[src/rtl/rpu_sensor_scheduler.sv]
// Round-robin front end that feeds sensor samples from NCH requesters to a single RPU,
// waits a fixed settle time and returns the motor command tagged with the owning channel.
module rpu_sensor_scheduler #(
   parameter int NCH    = 4,
   parameter int DW     = 8,
   parameter int SETTLE = 4
) (
   input  logic                     clk,
   input  logic                     rst,
   input  logic [NCH-1:0]           ch_valid,
   input  logic [NCH*DW-1:0]        ch_data,
   output logic [NCH-1:0]           ch_ready,
   output logic                     rpu_start,
   output logic [DW-1:0]            rpu_sensor_data,
   output logic                     rpu_data_valid,
   input  logic [DW-1:0]            rpu_motor_command,
   output logic                     cmd_valid,
   output logic [$clog2(NCH)-1:0]   cmd_ch,
   output logic [DW-1:0]            cmd_data,
   output logic                     busy
);

   localparam int IW = $clog2(NCH);

   typedef enum logic [2:0] {
      INIT,
      GAP,
      IDLE,
      ISSUE,
      WAIT,
      CAPTURE
   } state_e;

   state_e          state_q;
   logic [IW-1:0]   rrPtr_q;
   logic [IW-1:0]   rrPtr_d;
   logic [IW-1:0]   chIdx_q;
   logic [IW-1:0]   cmdCh_q;
   logic [DW-1:0]   sample_q;
   logic [DW-1:0]   cmdData_q;
   logic [3:0]      cnt_q;

   logic            grantValid;
   logic [IW-1:0]   grantIdx;
   logic [IW-1:0]   scanIdx;

   // Scan upward from the pointer so the channel after the last winner gets first look.
   always_comb begin
      grantValid = 1'b0;
      grantIdx   = '0;
      scanIdx    = '0;
      for (int k = 0; k < NCH; k++) begin
         scanIdx = IW'((int'(rrPtr_q) + k) % NCH);
         if (!grantValid && ch_valid[scanIdx]) begin
            grantValid = 1'b1;
            grantIdx   = scanIdx;
         end
      end
      rrPtr_d = (grantIdx == IW'(NCH - 1)) ? '0 : grantIdx + 1'b1;
   end

   always_ff @(posedge clk) begin
      if (rst) begin
         state_q   <= INIT;
         rrPtr_q   <= '0;
         chIdx_q   <= '0;
         cmdCh_q   <= '0;
         sample_q  <= '0;
         cmdData_q <= '0;
         cnt_q     <= '0;
      end else begin
         case (state_q)
            INIT: begin
               cnt_q   <= 4'd1;
               state_q <= GAP;
            end
            GAP: begin
               if (cnt_q == 4'd0) state_q <= IDLE;
               else               cnt_q   <= cnt_q - 4'd1;
            end
            IDLE: begin
               if (grantValid) begin
                  sample_q <= ch_data[int'(grantIdx)*DW +: DW];
                  chIdx_q  <= grantIdx;
                  rrPtr_q  <= rrPtr_d;
                  state_q  <= ISSUE;
               end
            end
            ISSUE: begin
               cnt_q   <= 4'(SETTLE - 1);
               state_q <= WAIT;
            end
            WAIT: begin
               if (cnt_q == 4'd0) state_q <= CAPTURE;
               else               cnt_q   <= cnt_q - 4'd1;
            end
            CAPTURE: begin
               cmdData_q <= rpu_motor_command;
               cmdCh_q   <= chIdx_q;
               state_q   <= IDLE;
            end
            default: state_q <= INIT;
         endcase
      end
   end

   // The result is forwarded in the capture cycle itself and then held from the registers.
   assign ch_ready        = (state_q == IDLE && grantValid) ? ({{(NCH-1){1'b0}}, 1'b1} << grantIdx) : '0;
   assign rpu_start       = (state_q == INIT) && !rst;
   assign rpu_data_valid  = (state_q == ISSUE);
   assign rpu_sensor_data = sample_q;
   assign cmd_valid       = (state_q == CAPTURE);
   assign cmd_data        = cmd_valid ? rpu_motor_command : cmdData_q;
   assign cmd_ch          = cmd_valid ? chIdx_q : cmdCh_q;
   assign busy            = (state_q != IDLE);

endmodule

[config.mk]
export PLATFORM = sky130hd
export DESIGN_NAME = rpu_sensor_scheduler
export DESIGN_NICKNAME = d
export VERILOG_FILES = /design/src/rtl/rpu_sensor_scheduler.sv
export SDC_FILE = /design/constraint.sdc
export NUM_CORES = 1
export LEC_CHECK = 0
export CAP_MARGIN = 10
export CORE_ASPECT_RATIO = 1.2
export CORE_MARGIN = 8
export CORE_UTILIZATION = 35
export DETAILED_ROUTE_END_ITERATION = 8
export GPL_ROUTABILITY_DRIVEN = 0
export GPL_TIMING_DRIVEN = 0
export PLACE_DENSITY_LB_ADDON = 0.2
export SLEW_MARGIN = 0
export SYNTH_ARGS = -nofsm -noshare
export SYNTH_HDL_FRONTEND = slang
export SYNTH_SLANG_ARGS = --single-unit
[constraint.sdc]
create_clock -name clk -period 1.9 [get_ports clk]
set_input_delay 0.38 -clock clk [delete_from_list [all_inputs] [get_ports clk]]
set_output_delay 0.38 -clock clk [all_outputs]
set_load 0.01 [all_outputs]
==> results.toml <==
[run_status]
status = "complete, but fails checks"
violations = "setup timing"

[job]
maxCapViolCount = 0

[clocking]
cts_hold_buf = 0
clk_path_buf_depth = 2
cts_buffers = 5
clockRootBuffer = "clkbuf_8"
cts_sinks = 29
cts_tree = "done"
cts_max_level = 2
clkSlewWorstSetupHoldPaths_ns = 0.07
clock_latency_ns = 0.28

[worst_hold_path]
worst_hold_path_type = "flip-flop to flip-flop"

[sta]
drv_slew = 0
fin_worst_skew_ns = 0.00796
hold_violations = 0
fin_ws_ns = -0.104
setup_violations = 4
fin_crit_sh = 1.05
fin_crit_ns = 2.00
maxSlewHeadroom = 0.714
grt_setup_unrepaired = "true"
worst_pin_slew_ns = 0.428
fmax_ghz = 0.499

[global_route]
overflow = 0
antenna_found_initial = 0
grt_use_total = 0.140
grt_pass1_wl_um = 8120
grt_start_max_net_pins = 13
grt_pass1_vias = 1789

[power]
switching_power_mw = 0.950
clock_power_share = 0.211
netSwitchingFraction = 0.351
pwr-share-seq = 0.295
vdd.ir_drop.worst_v = 0.000513
finalPower_mw = 2.71
power.leakage_nw = 1.13
combPwrFrac = 0.494
pwr_density_cell_nw_per_um2 = 1010
internal_power_mw = 1.76

[detailed_routing]
ant_nets = 0
avgRoutedWirePerCell_um = 14.0
wl_um = 4820
drt_iter0_drc = 102
vias_per_cell = 4.90
drtPass1Iterations = 4
num_vias = 1692
drc_errors = 0

[layout]
final_core_util = 0.592
fin_area_um2 = 2680
nets = 335
syn2layout_area_growth_pct = 65.9
drive_above_1_share = 0.230
mostFrequentLayoutCell = "clkdlybuf4s50_1"
stdcell_count = 345
layout_common_cells = "clkdlybuf4s50_1, nand2_1, dfxtp_1"
diodes = 0

[die]
boundaryPins = 72
dieWidth_um = 78.0
initial_core_util = 0.357
rows = 27
fp.dieArea_um2 = 7050
design.core.area_um2 = 4530
die_y_um = 90.4

[worst_setup_path]
slowest_delay_ns = 0.38
arrival_ns = 1.62
cp-start-kind = "flip-flop"
crit_fanout = 4
cpMaxStageDelayCell = "dfxtp_2"
crit_type = "flip-flop to output port"
crit_chain = "nor2b_2 -> o21a_2 -> or3_4 -> nor3_2 -> buf_2"
required_ns = 1.52
end_kind = "output port"

[placed_design]
dp.cells = 326
placed_area_um2 = 2400
io_buffers = 71
dp_slack_ns = -0.999
dp_hpwl_um = 3460

[logic_synthesis]
ys_ff_latch = 29
syn_area_um2 = 1620
synth_enable_flop_cells = 0
syn_area_per_cell_um2 = 8.20
syn-num-nets = 246
yosysWarnings = 0
seq_area_frac_synth = 0.359
synth_ff_type = "dfxtp_1"
synthCells = 197
synth_cell_types = 38
async_flop_share = 0
[worst max-delay path, delay by kind of cell (launching register included)]
kind	cells	cell delay [ns]
simple gates	3	0.58
compound gates	1	0.23
flops	1	0.38
buf+inv	1	0.15
[flip-flops by register name, indices dropped and copies added (netlist names)]
register	flops
rrPtr_q	2
cmdCh_q	2
chIdx_q	2
cnt_q	4
rpu_sensor_data	8
state_q	3
cmdData_q	8
[area by class of cell]
| cell class | count | area (µm²) |
|---|---|---|
| Clock buffer | 7 | 96.3 |
| Sequential cell | 29 | 589 |
| Inverter | 4 | 15.0 |
| Timing Repair Buffer | 84 | 774 |
| Fill cell | 449 | 1850 |
| Tap cell | 58 | 72.6 |
| Clock inverter | 1 | 5.00 |
| Buffer | 10 | 82.6 |
| Multi-Input combinational cell | 152 | 1040 |
[logic make-up after synthesis]
family	share of synthesized area
simple gates	0.337
fa+ha+maj	0.0294
flops	0.359
xor+xnor	0.0108
mux	0.0991
compound gates	0.120
buf+inv	0.0441
[routing by layer]
| layer | vias to the layer above | global-route usage | part of all wire |
|---|---|---|---|
| met5 | - | 0 | 0 |
| met4 | 0 | 0.0480 | 0.012 |
| met3 | 7 | 0.0717 | 0.086 |
| met2 | 51 | 0.238 | 0.50 |
| met1 | 770 | 0.143 | 0.40 |
| li1 | 864 | - | - |
[final timing paths]
kind	start	endpoint	slack (ns)	cells after the start
hold reg to reg	chIdx_q[1]	chIdx_q[1]	0.47	2
setup / recovery	rrPtr_q[0]	ch_ready[1]	-0.10	5
setup reg to reg	state_q[2]	rpu_sensor_data[7]	0.12	6
hold / removal	chIdx_q[1]	chIdx_q[1]	0.47	2
[through the flow]
stage          hold WS [ns]  TNS [ns]
6_report              0.465    -0.305
5_1_grt               0.505    -0.499
4_1_cts               0.466    -0.281
3_5_place_dp          0.456     -9.02
3_3_place_gp          0.456     -9.01
2_1_floorplan         0.437         0
[power by group through the flow]
stage	clock network [mW]	logic (mW)	registers [mW]
floorplan	0	0.717	0.798
global placement	0	1.10	0.798
detailed placement	0	1.11	0.802
CTS	0.587	1.21	0.795
global route	0.612	1.47	0.812
finish	0.572	1.34	0.798
[what timing repair did]
action                                  CTS  global route
pin swaps                                 9             7
gates resized for setup                  86            18
endpoints found under the setup margin   21            17
setup buffers                            10             3
cloned                                    0             0
[cells in the mapped netlist, types with 3 or more instances]
cell type   n  area, µm²
inv_1       4       15.0
ha_1        3       37.5
nor4_1      3       18.8
buf_2       3       15.0
nor2b_1    14       87.6
nor3_1      7       35.0
clkbuf_1    8       30.0
nor2_1     14       52.6
o221ai_1    7       61.3
nand3b_1    9       67.6
mux2i_1    16        160
nand2_1    37        139
dfxtp_1    29        581
nand2b_1    6       37.5
a21oi_1    10       50.1
Power figures use the tool's default switching activity.
